--- src/rtl/cpu_pkg.sv ---
// Shared CPU definitions: branch sequencer states, flag-select codes and the
// opcode pattern that identifies a 6502 relative branch.
package cpu_pkg;

  typedef enum logic [1:0] {
    IDLE   = 2'd0,
    OFFSET = 2'd1,
    ADD    = 2'd2,
    FIX    = 2'd3
  } branch_state_t;

  localparam logic [1:0] FSEL_N = 2'b00;
  localparam logic [1:0] FSEL_V = 2'b01;
  localparam logic [1:0] FSEL_C = 2'b10;
  localparam logic [1:0] FSEL_Z = 2'b11;

  // All eight relative branches share the low opcode bits xxx1_0000.
  localparam logic [4:0] BRANCH_MASK  = 5'h1F;
  localparam logic [4:0] BRANCH_MATCH = 5'h10;

endpackage

--- src/rtl/branch_cond.sv ---
// Combinational branch condition: opcode[7:6] picks N/V/C/Z, opcode[5] is the
// value that flag must have for the branch to be taken.
module branch_cond
  import cpu_pkg::*;
(
  input  logic [2:0] opcode_hi,
  input  logic       flag_n,
  input  logic       flag_v,
  input  logic       flag_c,
  input  logic       flag_z,
  output logic       cond
);

  logic w_sel;

  always_comb begin
    w_sel = flag_n;
    case (opcode_hi[2:1])
      FSEL_N:  w_sel = flag_n;
      FSEL_V:  w_sel = flag_v;
      FSEL_C:  w_sel = flag_c;
      FSEL_Z:  w_sel = flag_z;
      default: w_sel = flag_n;
    endcase
    cond = (w_sel == opcode_hi[0]);
  end

endmodule

--- src/rtl/branch_seq.sv ---
// Relative-branch sequencer: drives PC strobes for 2/3/4-cycle branch timing
// (not taken / taken same page / taken with PCH fix-up).
module branch_seq
  import cpu_pkg::*;
(
  input  logic       clk,
  input  logic       rst_n,
  input  logic       start,
  input  logic [7:0] opcode,
  input  logic       flag_n,
  input  logic       flag_v,
  input  logic       flag_c,
  input  logic       flag_z,
  input  logic [7:0] offset_in,
  input  logic [7:0] pcl_in,
  output logic       pc_l_inc,
  output logic       pc_load_l,
  output logic [7:0] pcl_out,
  output logic       pc_h_inc,
  output logic       pc_h_dec,
  output logic       busy,
  output logic       done,
  output logic       taken,
  output logic       crossed,
  output logic [1:0] dbg_state
);

  branch_state_t r_state;
  logic          r_cond;
  logic [7:0]    r_offset;
  logic          r_taken;
  logic          r_crossed;

  logic          w_cond;
  logic          w_accept;
  logic [8:0]    w_sum9;
  logic          w_cross;

  branch_cond u_cond (
    .opcode_hi (opcode[7:5]),
    .flag_n    (flag_n),
    .flag_v    (flag_v),
    .flag_c    (flag_c),
    .flag_z    (flag_z),
    .cond      (w_cond)
  );

  assign w_accept = start && (r_state == IDLE) &&
                    ((opcode[4:0] & BRANCH_MASK) == BRANCH_MATCH);

  // A carry out of PCL means a page change only for a forward offset; for a
  // negative offset the page changes when there is no carry.
  assign w_sum9  = {1'b0, pcl_in} + {1'b0, r_offset};
  assign w_cross = w_sum9[8] ^ r_offset[7];

  always_ff @(posedge clk or negedge rst_n) begin
    if (!rst_n) begin
      r_state   <= IDLE;
      r_cond    <= 1'b0;
      r_offset  <= 8'h00;
      r_taken   <= 1'b0;
      r_crossed <= 1'b0;
    end else begin
      case (r_state)
        IDLE: begin
          if (w_accept) begin
            r_cond    <= w_cond;
            r_crossed <= 1'b0;
            r_state   <= OFFSET;
          end
        end
        OFFSET: begin
          r_offset <= offset_in;
          r_taken  <= r_cond;
          r_state  <= r_cond ? ADD : IDLE;
        end
        ADD: begin
          r_crossed <= w_cross;
          r_state   <= w_cross ? FIX : IDLE;
        end
        FIX:     r_state <= IDLE;
        default: r_state <= IDLE;
      endcase
    end
  end

  always_comb begin
    pc_l_inc  = 1'b0;
    pc_load_l = 1'b0;
    pcl_out   = 8'h00;
    pc_h_inc  = 1'b0;
    pc_h_dec  = 1'b0;
    done      = 1'b0;
    case (r_state)
      OFFSET: begin
        pc_l_inc = 1'b1;
        done     = !r_cond;
      end
      ADD: begin
        pc_load_l = 1'b1;
        pcl_out   = w_sum9[7:0];
        done      = !w_cross;
      end
      FIX: begin
        pc_h_inc = !r_offset[7];
        pc_h_dec = r_offset[7];
        done     = 1'b1;
      end
      default: ;
    endcase
  end

  assign busy      = (r_state != IDLE);
  assign taken     = r_taken;
  assign crossed   = r_crossed;
  assign dbg_state = r_state;

endmodule

--- config.mk ---
export PLATFORM = sky130hd
export DESIGN_NAME = branch_seq
export DESIGN_NICKNAME = d
export VERILOG_FILES = /design/src/rtl/cpu_pkg.sv /design/src/rtl/branch_cond.sv /design/src/rtl/branch_seq.sv
export SDC_FILE = /design/constraint.sdc
export NUM_CORES = 1
export LEC_CHECK = 0
export CORE_AREA = 2 2 51 53
export DETAILED_ROUTE_END_ITERATION = 10
export DIE_AREA = 0 0 53 55
export GPL_TIMING_DRIVEN = 0
export PLACE_DENSITY = 0.81
export SYNTH_ARGS = -nofsm -noshare
export SYNTH_HDL_FRONTEND = slang
export SYNTH_SLANG_ARGS = --single-unit
export TNS_END_PERCENT = 50
--- constraint.sdc ---
create_clock -name clk -period 3.6 [get_ports clk]
set_input_delay 0.72 -clock clk [delete_from_list [all_inputs] [get_ports clk]]
set_output_delay 0.72 -clock clk [all_outputs]
set_load 0.01 [all_outputs]
==> flow_summary.html, run 1 <==
<table>
<tr><th>Metric</th><th>Value</th></tr>
<tr><th colspan="2">Run status</th></tr>
<tr><td>Outcome</td><td>completed</td></tr>
<tr><th colspan="2">Hold path</th></tr>
<tr><td>Hold Path Origin</td><td>r_offset[4]</td></tr>
<tr><td>Class of the worst hold path</td><td>reg2reg</td></tr>
<tr><td>WHS Path Cells</td><td>1</td></tr>
<tr><th colspan="2">Clocking</th></tr>
<tr><td>H-tree depth</td><td>1</td></tr>
<tr><td>Cts bufs inserted</td><td>3</td></tr>
<tr><td>TritonCTS clock tree</td><td>built</td></tr>
<tr><td>CTS clock-pin slew for the worst setup and hold paths</td><td>0.08 ns</td></tr>
<tr><td>Cell at the root of the clock tree</td><td>sky130_fd_sc_hd__clkbuf_4</td></tr>
<tr><td>Longest Clk Path Bufs</td><td>2</td></tr>
<tr><td>Later-pin clock latency in the skew report</td><td>0.27 ns</td></tr>
<tr><td>Total number of clock tree sinks</td><td>13</td></tr>
<tr><td>Hold-fix buffer count after cts</td><td>0</td></tr>
<tr><th colspan="2">Routing</th></tr>
<tr><td>Iteration count of the initial detailed-routing pass</td><td>3</td></tr>
<tr><td>Via count</td><td>961</td></tr>
<tr><td>Routed len/inst</td><td>13.2 um</td></tr>
<tr><td>Remaining antenna violation count after routing</td><td>0</td></tr>
<tr><td>Routed wire length</td><td>2.42 mm</td></tr>
<tr><td>Per-cell via count in the routed design</td><td>5.22</td></tr>
<tr><td>DRC errors left</td><td>0</td></tr>
<tr><td>Drt initial violations</td><td>4</td></tr>
<tr><th colspan="2">Global routing</th></tr>
<tr><td>Largest net degree at the start of global routing</td><td>14</td></tr>
<tr><td>Total grt overflow</td><td>0</td></tr>
<tr><td>Number of global-route vias before repair</td><td>938</td></tr>
<tr><td>Initial antenna violation count</td><td>0</td></tr>
<tr><td>Global-route wire length before repair</td><td>3.85 mm</td></tr>
<tr><td>Gr usage total</td><td>0.180</td></tr>
<tr><th colspan="2">Finish</th></tr>
<tr><td>Most common cell after layout, fill and taps aside</td><td>sky130_fd_sc_hd__clkdlybuf4s50_1</td></tr>
<tr><td>Fraction of final layout cells sized beyond drive strength 1</td><td>0.169</td></tr>
<tr><td>Final core occ</td><td>0.651</td></tr>
<tr><td>Growth of design area from synthesis to finish</td><td>61.3%</td></tr>
<tr><td>Commonest cells after routing, fill and taps aside</td><td>sky130_fd_sc_hd__clkdlybuf4s50_1 (44), sky130_fd_sc_hd__dfrtp_1 (13), sky130_fd_sc_hd__o21ai_0 (11)</td></tr>
<tr><td>Antenna diode count</td><td>0</td></tr>
<tr><td>Number of nets in the layout</td><td>195</td></tr>
<tr><td>Finished Cell Area</td><td>0.00154 mm^2</td></tr>
<tr><th colspan="2">Floorplan</th></tr>
<tr><td>Die area</td><td>0.00292 mm^2</td></tr>
<tr><td>Die height</td><td>55 um</td></tr>
<tr><td>Row cnt</td><td>18</td></tr>
<tr><td>Chip Width</td><td>53 um</td></tr>
<tr><td>Effective utilization at floorplan</td><td>0.404</td></tr>
<tr><td>Core area</td><td>0.00236 mm^2</td></tr>
<tr><td>Ports</td><td>49</td></tr>
<tr><th colspan="2">Critical path</th></tr>
<tr><td>Crit-path slowest cell</td><td>sky130_fd_sc_hd__clkdlybuf4s50_1</td></tr>
<tr><td>Launching point of the worst reg2reg path</td><td>r_offset[0]</td></tr>
<tr><td>Setup Crit Path Kind</td><td>in2out</td></tr>
<tr><td>CP startpoint kind</td><td>primary input</td></tr>
<tr><td>Required @ worst endpoint</td><td>2.88 ns</td></tr>
<tr><td>Most frequent cell on the critical path</td><td>sky130_fd_sc_hd__clkdlybuf4s50_1</td></tr>
<tr><td>First element of the critical path</td><td>pcl_in[1]</td></tr>
<tr><td>Worst r2r path cells</td><td>10</td></tr>
<tr><td>Delay contributed by the slowest stage of the critical path</td><td>0.54 ns</td></tr>
<tr><td>Cell-by-cell listing of the critical path</td><td>clkdlybuf4s50_1, ha_1, a211oi_2, o21bai_1, a21oi_1, xor2_1, nor2_1, clkdlybuf4s50_1</td></tr>
<tr><td>Maximum fanout along the worst path</td><td>3</td></tr>
<tr><td>Endpoint type of the worst setup path</td><td>output pin</td></tr>
<tr><td>Arrival time of the worst setup path</td><td>2.81 ns</td></tr>
<tr><th colspan="2">STA</th></tr>
<tr><td>Min cycle time layout</td><td>3.53 ns</td></tr>
<tr><td>Final Hold Fails</td><td>0</td></tr>
<tr><td>Final Max Slew Viols</td><td>0</td></tr>
<tr><td>RSZ-0062 raised after global routing</td><td>true</td></tr>
<tr><td>Ratio of final minimum period to clock period</td><td>0.980</td></tr>
<tr><td>Fmax achieved</td><td>0.284 GHz</td></tr>
<tr><td>Setup violations, final</td><td>0</td></tr>
<tr><td>Worst slew margin relative to its limit</td><td>0.622</td></tr>
<tr><td>Clock tree skew after final layout</td><td>0.00254 ns</td></tr>
<tr><td>Measured slew at the worst slew-check pin</td><td>0.565 ns</td></tr>
<tr><th colspan="2">Pwr</th></tr>
<tr><td>Total chip power</td><td>577 uW</td></tr>
<tr><td>Static Leakage</td><td>0.000694 uW</td></tr>
<tr><td>Maximum ir drop on the vdd rail</td><td>266 uV</td></tr>
<tr><td>Power per standard cell area</td><td>374 mW/mm^2</td></tr>
<tr><th colspan="2">Placed design</th></tr>
<tr><td>Detailed placement HPWL</td><td>1.93 mm</td></tr>
<tr><td>Weighted congestion at the end of routability-driven global placement</td><td>0.712</td></tr>
<tr><td>Cell area reported after detailed placement</td><td>0.00147 mm^2</td></tr>
<tr><td>Count of input and output buffers</td><td>48</td></tr>
<tr><th colspan="2">Logic synthesis</th></tr>
<tr><td>Top cells by area, synth</td><td>sky130_fd_sc_hd__dfrtp_1 (34%), sky130_fd_sc_hd__ha_1 (10%), sky130_fd_sc_hd__mux2_2 (8.3%), sky130_fd_sc_hd__o21ai_0 (6.3%), sky130_fd_sc_hd__inv_1 (3.1%)</td></tr>
<tr><td>Post-synth net total</td><td>139</td></tr>
<tr><td>Number of synthesized register bits</td><td>13</td></tr>
<tr><td>Post-synth cell types</td><td>33</td></tr>
<tr><td>Synth Area per Inst</td><td>9.64 um^2</td></tr>
<tr><td>Top cell type's share of synthesized area</td><td>0.341</td></tr>
<tr><td>Proportion of synthesized chip area in sequential cells</td><td>0.341</td></tr>
<tr><td>Syn Inst Count</td><td>99</td></tr>
<tr><td>Cell type contributing the most total cell area after synthesis</td><td>sky130_fd_sc_hd__dfrtp_1</td></tr>
<tr><td>Post-Syn Area</td><td>955 um^2</td></tr>
<tr><td>Number of warning messages in the yosys log</td><td>0</td></tr>
<tr><th colspan="2">Run</th></tr>
<tr><td>Max-cap violations</td><td>0</td></tr>
</table>
critical path, delay by kind of cell:
family	cells	cell delay [ns]
buffers and inverters	2	0.97
AO/OA/AOI/OAI	3	0.61
adder cells (fa/ha/maj)	1	0.34
XOR/XNOR	1	0.08
AND/OR/NAND/NOR	1	0.08
logic make-up (layout without fill, tap and decap cells):
family                     after synthesis  count (layout)  synth area share
AOI/OAI and AO/OA                       30              30             0.207
and+or+nand+nor                         25              25             0.135
DFF                                     13              13             0.341
buffers and inverters                   10              65            0.0406
xor gates and xnor gates                 4               4            0.0446
muxes                                    8               8             0.106
adders and majority gates                9               9             0.126
cell type report:
cell class,instances,area (um^2)
buffer,2,8.76
clock buffer,4,26.3
fill,202,825
inverter,8,30.0
multi-input combinational,76,611
sequential,13,325
tap,30,37.5
timing repair buffer,51,502
path summary, 6_finish.rpt:
path	endpoint	slack, ns
worst min register to register	r_offset[4]	0.52
worst max register to register	dbg_state[0]	1.40
worst max-delay path	pcl_out[5]	0.07
worst min-delay path	r_offset[4]	0.52
min in group asynchronous	dbg_state[1]	0.81
max in group asynchronous	crossed	2.42
sequential cells by signal, summed over array words and instances (netlist names):
register   count
crossed        1
dbg_state      2
r_cond         1
r_offset       8
taken          1
repair_timing:
action,4_1_cts,5_1_grt
pin swaps,3,6
gates resized for setup,4,12
setup endpoints to repair,3,5
setup buffers,1,2
synth_stat cells (all sizes together):
library cell and number:
dfrtp 13, o21a 3, nand4 1, a21oi 4, nor4 1, buf 1
clkbuf 1, nand2b 1, a211oi 3, o21bai 1, a21bo 1, mux2 7
o21ai 13, nand3 1, nand2 6, fa 1, and2b 1, nor2b 2
ha 8, nor2 7, and3 1, a21o 1, nor3 3, inv 8
and2 1, o31a 1, a41oi 1, xor2 4, a2111oi 2, mux4 1
per-layer routing:
metal | share of wire | vias to the layer above | GRT usage
met1 | 0.40 | 439 | 0.208
met5 | 0 | - | 0
met3 | 0.081 | 10 | 0.0403
met2 | 0.48 | 44 | 0.310
met4 | 0.037 | 0 | 0.0983
li1 | - | 468 | -
where the power goes:
group | internal [uW] | switching (uW) | total (uW)
clock network | 42.9 | 45.9 | 88.7
registers | 175 | 22.6 | 197
logic | 158 | 132 | 291
total | 376 | 201 | 577
stage by stage:
stage	std cells	setup TNS, ns	setup slack (ns)	hold slack [ns]
after floorplan	99	0	0.689	0.424
final	184	0	0.0738	0.519
after detailed placement	177	-0.663	-0.386	0.501
after CTS	182	-0.127	-0.121	0.523
after global placement	177	-0.578	-0.357	0.490
after global routing	184	-0.0164	-0.0164	0.554
Note: power is estimated with default switching activity, not from simulation.
==> run 2: changes to the inputs <==
- CORE_AREA: 2 2 51 53 -> 2 2 54 51
- DIE_AREA: 0 0 53 55 -> 0 0 56 53
- PLACE_DENSITY: 0.81 -> 0.8
==> flow_summary.html, run 2 (synthesis results as in run 1) <==
<table>
<tr><th>Metric</th><th>Value</th></tr>
<tr><th colspan="2">Pwr</th></tr>
<tr><td>Reg power frac</td><td>0.343 (about the same)</td></tr>
<tr><td>Maximum ir drop on the vdd rail</td><td>294 uV (+11%)</td></tr>
<tr><td>Total chip power</td><td>577 uW (about the same)</td></tr>
<tr><td>Power per standard cell area</td><td>374 mW/mm^2 (about the same)</td></tr>
<tr><td>Int Power</td><td>374 uW (-0.55%)</td></tr>
<tr><td>Static Leakage</td><td>0.000682 uW (-1.7%)</td></tr>
<tr><td>Switching Share</td><td>0.352 (+0.00389)</td></tr>
<tr><td>Total net switching power</td><td>203 uW (+1.2%)</td></tr>
<tr><td>Clock network fraction of design power</td><td>0.161 (+0.007)</td></tr>
<tr><td>Logic pwr share</td><td>0.496 (-0.008)</td></tr>
<tr><th colspan="2">Finish</th></tr>
<tr><td>Flip-flop count of the largest register, all copies and words added</td><td>8 (unchanged)</td></tr>
<tr><td>Number of nets in the layout</td><td>195 (unchanged)</td></tr>
<tr><td>Largest register by flop count</td><td>r_offset</td></tr>
<tr><td>Antenna diode count</td><td>0 (unchanged)</td></tr>
<tr><td>Final non-filler cell total</td><td>182 (-1.1%)</td></tr>
<tr><td>Filler Cells Inserted</td><td>204 (+0.99%)</td></tr>
<tr><td>Commonest cells after routing, fill and taps aside</td><td>sky130_fd_sc_hd__clkdlybuf4s50_1 (45), sky130_fd_sc_hd__dfrtp_1 (13), sky130_fd_sc_hd__o21ai_0 (11)</td></tr>
<tr><td>Most common cell after layout, fill and taps aside</td><td>sky130_fd_sc_hd__clkdlybuf4s50_1</td></tr>
<tr><td>Growth of design area from synthesis to finish</td><td>61.5% (about the same)</td></tr>
<tr><td>Fraction of final layout cells sized beyond drive strength 1</td><td>0.169 (unchanged)</td></tr>
<tr><th colspan="2">Hold path</th></tr>
<tr><td>WHS Path Cells</td><td>2 (+1)</td></tr>
<tr><td>Class of the worst hold path</td><td>reg2reg</td></tr>
<tr><th colspan="2">Floorplan</th></tr>
<tr><td>Effective utilization at floorplan</td><td>0.401 (-0.00297)</td></tr>
<tr><td>Chip Width</td><td>56 um (+5.7%)</td></tr>
<tr><td>Die area</td><td>0.00297 mm^2 (+1.8%)</td></tr>
<tr><td>Core area</td><td>0.00238 mm^2 (+0.74%)</td></tr>
<tr><td>Die height</td><td>53 um (-3.6%)</td></tr>
<tr><td>Row cnt</td><td>17 (-1)</td></tr>
<tr><td>Ports</td><td>49 (unchanged)</td></tr>
<tr><th colspan="2">STA</th></tr>
<tr><td>Worst slew margin relative to its limit</td><td>0.601 (-0.0213)</td></tr>
<tr><td>Clock tree skew after final layout</td><td>0.00253 ns (-0.00000574 ns)</td></tr>
<tr><td>Final Max Slew Viols</td><td>0 (unchanged)</td></tr>
<tr><td>Measured slew at the worst slew-check pin</td><td>0.597 ns (+0.0319 ns)</td></tr>
<tr><td>Min cycle time layout</td><td>3.67 ns (+0.141 ns)</td></tr>
<tr><td>RSZ-0062 raised after global routing</td><td>true</td></tr>
<tr><td>Worst hold margin</td><td>0.513 ns (-0.00608 ns)</td></tr>
<tr><td>Final Hold Fails</td><td>0 (unchanged)</td></tr>
<tr><td>Ratio of final minimum period to clock period</td><td>1.02 (+0.0391)</td></tr>
<tr><td>Worst setup slack after layout</td><td>-0.0669 ns (-0.141 ns)</td></tr>
<tr><td>Fmax achieved</td><td>0.273 GHz (-3.8%)</td></tr>
<tr><td>Setup violations, final</td><td>1 (+1)</td></tr>
<tr><th colspan="2">Critical path</th></tr>
<tr><td>Crit-path slowest cell</td><td>sky130_fd_sc_hd__clkdlybuf4s50_1</td></tr>
<tr><td>First element of the critical path</td><td>pcl_in[6]</td></tr>
<tr><td>Launching point of the worst reg2reg path</td><td>r_offset[0]</td></tr>
<tr><td>Worst r2r path cells</td><td>9 (-1)</td></tr>
<tr><td>Cell-by-cell listing of the critical path</td><td>clkdlybuf4s50_1, ha_2, a2111oi_1, o21ai_0, nand2_1, xor2_1, nor2_1, clkdlybuf4s50_1</td></tr>
<tr><td>Endpoint type of the worst setup path</td><td>output pin</td></tr>
<tr><td>Setup Crit Path Kind</td><td>in2out</td></tr>
<tr><td>Delay contributed by the slowest stage of the critical path</td><td>0.54 ns (about the same)</td></tr>
<tr><td>Required @ worst endpoint</td><td>2.88 ns (about the same)</td></tr>
<tr><td>Maximum fanout along the worst path</td><td>7 (+4)</td></tr>
<tr><td>Arrival time of the worst setup path</td><td>2.95 ns (+0.14 ns)</td></tr>
<tr><td>Crit path to</td><td>pcl_out[7]</td></tr>
<tr><td>CP startpoint kind</td><td>primary input</td></tr>
<tr><td>Register-to-register setup slack</td><td>1.54 ns (+0.14 ns)</td></tr>
<tr><td>Most frequent cell on the critical path</td><td>sky130_fd_sc_hd__clkdlybuf4s50_1</td></tr>
<tr><td>Endpoint of the worst-slack reg-to-reg timing path</td><td>dbg_state[1]</td></tr>
<tr><th colspan="2">Routing</th></tr>
<tr><td>Routed len/inst</td><td>13.3 um (+1.2%)</td></tr>
<tr><td>Per-cell via count in the routed design</td><td>5.26 (+0.78%)</td></tr>
<tr><td>Remaining antenna violation count after routing</td><td>0 (unchanged)</td></tr>
<tr><td>DRC errors left</td><td>0 (unchanged)</td></tr>
<tr><td>Via count</td><td>958 (-0.31%)</td></tr>
<tr><td>Drt initial violations</td><td>11 (+7)</td></tr>
<tr><td>Iteration count of the initial detailed-routing pass</td><td>4 (+1)</td></tr>
<tr><td>Routed wire length</td><td>2.42 mm (about the same)</td></tr>
<tr><th colspan="2">Run</th></tr>
<tr><td>Max-cap violations</td><td>0 (unchanged)</td></tr>
<tr><th colspan="2">Clocking</th></tr>
<tr><td>Cts bufs inserted</td><td>3 (unchanged)</td></tr>
<tr><td>Total number of clock tree sinks</td><td>13 (unchanged)</td></tr>
<tr><td>Longest Clk Path Bufs</td><td>2 (unchanged)</td></tr>
<tr><td>TritonCTS clock tree</td><td>built</td></tr>
<tr><td>Later-pin clock latency in the skew report</td><td>0.28 ns (about the same)</td></tr>
<tr><td>CTS clock-pin slew for the worst setup and hold paths</td><td>0.08 ns (about the same)</td></tr>
<tr><td>H-tree depth</td><td>1 (unchanged)</td></tr>
<tr><td>Cell at the root of the clock tree</td><td>sky130_fd_sc_hd__clkbuf_4</td></tr>
<tr><th colspan="2">Global routing</th></tr>
<tr><td>Total grt overflow</td><td>0 (unchanged)</td></tr>
<tr><td>Largest net degree at the start of global routing</td><td>14 (unchanged)</td></tr>
<tr><td>Global-route wire length before repair</td><td>3.75 mm (-2.5%)</td></tr>
<tr><td>Initial antenna violation count</td><td>0 (unchanged)</td></tr>
<tr><td>Number of global-route vias before repair</td><td>901 (-3.9%)</td></tr>
<tr><td>Gr usage total</td><td>0.167 (-0.0124)</td></tr>
<tr><th colspan="2">Placed design</th></tr>
<tr><td>Detailed placement HPWL</td><td>1.94 mm (+0.51%)</td></tr>
<tr><td>Count of input and output buffers</td><td>48 (unchanged)</td></tr>
<tr><td>Cells after DPL</td><td>175 (-1.1%)</td></tr>
<tr><td>Weighted congestion at the end of routability-driven global placement</td><td>0.710 (-0.35%)</td></tr>
<tr><th colspan="2">Run status</th></tr>
<tr><td>Violated checks</td><td>negative setup slack</td></tr>
<tr><td>Outcome</td><td>finished, violations left</td></tr>
</table>
run 2: worst min-delay path by stage:
stage                  endpoint  slack, ns         from
floorplan               crossed       0.42        rst_n
global route        r_offset[5]       0.54  r_offset[5]
CTS                      r_cond       0.52       r_cond
finish                   r_cond       0.51       r_cond
detailed placement       r_cond       0.50       r_cond
global placement         r_cond       0.49       r_cond
run 2: what timing repair did:
item / CTS / global route
pin swaps: 3 / 3
resized for setup: 4 / 12
setup buffers: 1 / 2
hold buffers: 0 / 0
setup endpoints to repair: 4 / 5
run 2: power by group through the flow:
stage / clock network, uW / logic, uW / registers [uW]
CTS: 93.7 / 264 / 197
global placement: 0 / 240 / 198
finish: 93.0 / 286 / 198
floorplan: 0 / 171 / 194
detailed placement: 0 / 253 / 200
global route: 98.2 / 314 / 202
run 2: metal layers:
metal	up-vias	track usage	wire length, um
li1	467	-	-
met1	443	0.182	1000
met2	41	0.300	1160
met3	7	0.0440	205
met4	0	0.0952	55
met5	-	0	0
run 2: final cells by class:
class | instances | area [um^2] | share of cell area
multi-input cells | 76 | 621 | 0.403
inverters | 8 | 30.0 | 0.0195
plain buffers | 2 | 8.76 | 0.00568
repair buffers | 51 | 495 | 0.321
well taps | 28 | 35.0 | 0.0227
clock buffers | 4 | 26.3 | 0.0170
flip-flops and latches | 13 | 325 | 0.211
run 2: worst max-delay path, delay by kind of cell:
kind	cells	cell delay (ns)
simple gates	2	0.21
compound gates	2	0.64
xor+xnor	1	0.06
buf+inv	2	1.00
fa+ha+maj	1	0.32
run 2: stage by stage:
stage | cell area (um^2) | util | setup TNS (ns) | setup WS [ns]
CTS | 1510 | 0.632 | -0.107 | -0.0912
global route | 1540 | 0.647 | -0.203 | -0.157
finish | 1540 | 0.647 | -0.0669 | -0.0669
floorplan | 955 | - | 0 | 0.689
global placement | 1470 | 0.617 | -0.579 | -0.356
detailed placement | 1470 | 0.617 | -0.693 | -0.402
==> run 3: changes to the inputs <==
- CORE_AREA: 2 2 54 51 -> 2 2 56 52
- DIE_AREA: 0 0 56 53 -> 0 0 58 54
- PLACE_DENSITY: 0.8 -> 0.76
- clock period: 3.6 -> 3.8 ns (I/O delays scaled with it)
==> flow_summary.html, run 3 (synthesis results as in run 1) <==
<table>
<tr><th>Metric</th><th>Value</th></tr>
<tr><th colspan="2">Floorplan</th></tr>
<tr><td>Die area</td><td>0.00313 mm^2 (+5.5%)</td></tr>
<tr><td>Core area</td><td>0.00261 mm^2 (+9.7%)</td></tr>
<tr><td>Chip Width</td><td>58 um (+3.6%)</td></tr>
<tr><td>Effective utilization at floorplan</td><td>0.365 (-0.0353)</td></tr>
<tr><td>Die height</td><td>54 um (+1.9%)</td></tr>
<tr><td>Ports</td><td>49 (unchanged)</td></tr>
<tr><td>Row cnt</td><td>18 (+1)</td></tr>
<tr><th colspan="2">Critical path</th></tr>
<tr><td>Maximum fanout along the worst path</td><td>7 (unchanged)</td></tr>
<tr><td>First element of the critical path</td><td>pcl_in[6]</td></tr>
<tr><td>Crit path buffers/inverters</td><td>2 (unchanged)</td></tr>
<tr><td>Launching point of the worst reg2reg path</td><td>r_offset[0]</td></tr>
<tr><td>Required @ worst endpoint</td><td>3.04 ns (+0.16 ns)</td></tr>
<tr><td>Delay contributed by the slowest stage of the critical path</td><td>0.54 ns (about the same)</td></tr>
<tr><td>Worst r2r path cells</td><td>10 (+1)</td></tr>
<tr><td>CP startpoint kind</td><td>primary input</td></tr>
<tr><td>Register-to-register setup slack</td><td>1.65 ns (+0.11 ns)</td></tr>
<tr><td>Family with the most delay on the worst path</td><td>buffers and inverters</td></tr>
<tr><td>Setup Crit Path Kind</td><td>in2out</td></tr>
<tr><td>Cell-by-cell listing of the critical path</td><td>clkdlybuf4s50_1, ha_1, a2111oi_1, o21ai_0, nand2_1, xor2_1, nor2_1, clkdlybuf4s50_1</td></tr>
<tr><td>Endpoint type of the worst setup path</td><td>output pin</td></tr>
<tr><td>Arrival time of the worst setup path</td><td>2.95 ns (about the same)</td></tr>
<tr><td>WP depth</td><td>8 (unchanged)</td></tr>
<tr><td>Crit-path slowest cell</td><td>sky130_fd_sc_hd__clkdlybuf4s50_1</td></tr>
<tr><td>Most frequent cell on the critical path</td><td>sky130_fd_sc_hd__clkdlybuf4s50_1</td></tr>
<tr><th colspan="2">Global routing</th></tr>
<tr><td>Global-route wire length before repair</td><td>3.71 mm (-1.1%)</td></tr>
<tr><td>Initial antenna violation count</td><td>0 (unchanged)</td></tr>
<tr><td>Total grt overflow</td><td>0 (unchanged)</td></tr>
<tr><td>Gr usage total</td><td>0.152 (-0.0153)</td></tr>
<tr><td>Number of global-route vias before repair</td><td>885 (-1.8%)</td></tr>
<tr><td>Largest net degree at the start of global routing</td><td>14 (unchanged)</td></tr>
<tr><th colspan="2">STA</th></tr>
<tr><td>Measured slew at the worst slew-check pin</td><td>0.582 ns (-0.0150 ns)</td></tr>
<tr><td>Fmax achieved</td><td>0.269 GHz</td></tr>
<tr><td>Ratio of final minimum period to clock period</td><td>0.977</td></tr>
<tr><td>Worst slew margin relative to its limit</td><td>0.611 (+0.0100)</td></tr>
<tr><td>Setup violations, final</td><td>0 (-1)</td></tr>
<tr><td>Final Hold Fails</td><td>0 (unchanged)</td></tr>
<tr><td>Min cycle time layout</td><td>3.71 ns</td></tr>
<tr><td>Clock tree skew after final layout</td><td>0.00202 ns (-0.000515 ns)</td></tr>
<tr><td>RSZ-0062 raised after global routing</td><td>true</td></tr>
<tr><td>Final Max Slew Viols</td><td>0 (unchanged)</td></tr>
<tr><th colspan="2">Finish</th></tr>
<tr><td>Final core occ</td><td>0.591 (-0.0556)</td></tr>
<tr><td>Most common cell after layout, fill and taps aside</td><td>sky130_fd_sc_hd__clkdlybuf4s50_1</td></tr>
<tr><td>Largest register by flop count</td><td>r_offset</td></tr>
<tr><td>Growth of design area from synthesis to finish</td><td>61.9%</td></tr>
<tr><td>Antenna diode count</td><td>0 (unchanged)</td></tr>
<tr><td>Final non-filler cell total</td><td>186 (+2.2%)</td></tr>
<tr><td>Finished Cell Area</td><td>0.00155 mm^2 (+0.24%)</td></tr>
<tr><td>Flip-flop count of the largest register, all copies and words added</td><td>8 (unchanged)</td></tr>
<tr><td>Commonest cells after routing, fill and taps aside</td><td>sky130_fd_sc_hd__clkdlybuf4s50_1 (45), sky130_fd_sc_hd__dfrtp_1 (13), sky130_fd_sc_hd__o21ai_0 (12)</td></tr>
<tr><td>Fraction of final layout cells sized beyond drive strength 1</td><td>0.160 (-0.00857)</td></tr>
<tr><td>Number of nets in the layout</td><td>197 (+1.0%)</td></tr>
<tr><th colspan="2">Clocking</th></tr>
<tr><td>TritonCTS clock tree</td><td>built</td></tr>
<tr><td>Later-pin clock latency in the skew report</td><td>0.26 ns (-0.02 ns)</td></tr>
<tr><td>Longest Clk Path Bufs</td><td>2 (unchanged)</td></tr>
<tr><td>CTS clock-pin slew for the worst setup and hold paths</td><td>0.07 ns (about the same)</td></tr>
<tr><td>H-tree depth</td><td>1 (unchanged)</td></tr>
<tr><td>Total number of clock tree sinks</td><td>13 (unchanged)</td></tr>
<tr><td>Cell at the root of the clock tree</td><td>sky130_fd_sc_hd__clkbuf_4</td></tr>
<tr><td>Cts bufs inserted</td><td>3 (unchanged)</td></tr>
<tr><th colspan="2">Routing</th></tr>
<tr><td>DRC errors left</td><td>0 (unchanged)</td></tr>
<tr><td>Remaining antenna violation count after routing</td><td>0 (unchanged)</td></tr>
<tr><td>Drt initial violations</td><td>18 (+7)</td></tr>
<tr><td>Via count</td><td>936 (-2.3%)</td></tr>
<tr><td>Routed len/inst</td><td>12.4 um (-6.8%)</td></tr>
<tr><td>Per-cell via count in the routed design</td><td>5.03 (-4.4%)</td></tr>
<tr><td>Routed wire length</td><td>2.31 mm (-4.8%)</td></tr>
<tr><td>Iteration count of the initial detailed-routing pass</td><td>4 (unchanged)</td></tr>
<tr><th colspan="2">Hold path</th></tr>
<tr><td>Class of the worst hold path</td><td>reg2reg</td></tr>
<tr><td>Hold Path Origin</td><td>r_offset[5]</td></tr>
<tr><td>WHS Path Cells</td><td>1 (-1)</td></tr>
<tr><th colspan="2">Pwr</th></tr>
<tr><td>Power per standard cell area</td><td>348 mW/mm^2 (-7.1%)</td></tr>
<tr><td>Maximum ir drop on the vdd rail</td><td>262 uV (-11%)</td></tr>
<tr><td>Static Leakage</td><td>0.000691 uW (+1.4%)</td></tr>
<tr><th colspan="2">Placed design</th></tr>
<tr><td>Detailed placement HPWL</td><td>1.87 mm (-3.4%)</td></tr>
<tr><td>Cells after DPL</td><td>177 (+1.1%)</td></tr>
<tr><td>Weighted congestion at the end of routability-driven global placement</td><td>0.712 (+0.34%)</td></tr>
<tr><td>Count of input and output buffers</td><td>48 (unchanged)</td></tr>
<tr><td>Cell area reported after detailed placement</td><td>0.00147 mm^2 (+0.17%)</td></tr>
<tr><th colspan="2">Run</th></tr>
<tr><td>Max-cap violations</td><td>0 (unchanged)</td></tr>
<tr><th colspan="2">Run status</th></tr>
<tr><td>Outcome</td><td>completed</td></tr>
</table>
[run 3: cell types whose count changed in the layout (fill, tap and decap cells not counted), sizes merged]
cell	change
clkbuf	-1
clkdlybuf4s15	+1
buf	+2
[run 3: per-stage QoR]
stage	power, uW	hold slack, ns	setup TNS, ns	setup slack (ns)
global route	581	0.536	-0.0330	-0.0275
CTS	524	0.522	0	0.0113
floorplan	346	0.464	0	0.809
finish	537	0.518	0	0.0879
global placement	415	0.490	-0.351	-0.243
detailed placement	424	0.505	-0.408	-0.269
[run 3: path summary, 6_finish.rpt]
kind	to
max in group asynchronous	r_offset[5]
min in group asynchronous	r_cond
worst max-delay path	pcl_out[7]
worst min register to register	r_offset[5]
worst min-delay path	r_offset[5]
worst max register to register	dbg_state[1]
[run 3: final cells by class]
class	count	area, um^2
well taps	30	37.5
inverters	8	30.0
multi-input cells	76	602
fillers	225	1070
plain buffers	2	8.76
clock buffers	4	26.3
repair buffers	53	515
flip-flops and latches	13	325
[run 3: worst reg2reg max path: cells and delay by family, from the launching register on]
family | cells | cell delay [ns]
adders and majority gates | 2 | 0.62
buffers and inverters | 3 | 0.34
and+or+nand+nor | 1 | 0.13
AOI/OAI and AO/OA | 3 | 0.46
xor gates and xnor gates | 1 | 0.18
DFF | 1 | 0.35
[run 3: layer usage]
layer,vias to the layer above,wire (um),GRT usage
li1,472,-,-
met1,422,1010,0.191
met2,42,1070,0.265
met3,0,232,0.0385
met4,0,0,0.0349
met5,-,0,0
[run 3: what timing repair did]
action | in CTS | in global routing
setup endpoints to repair | 2 | 4
pin swaps | 2 | 5
hold buffers | 0 | 0
resized for setup | 4 | 6
setup buffers | 3 | 2
[run 3: where the power goes]
group	total (uW)	internal (uW)	switching, uW	leakage [uW]
clock network	81.2	40.5	40.6	0.0000150
logic	271	151	120	0.000507
registers	185	166	19.2	0.000169
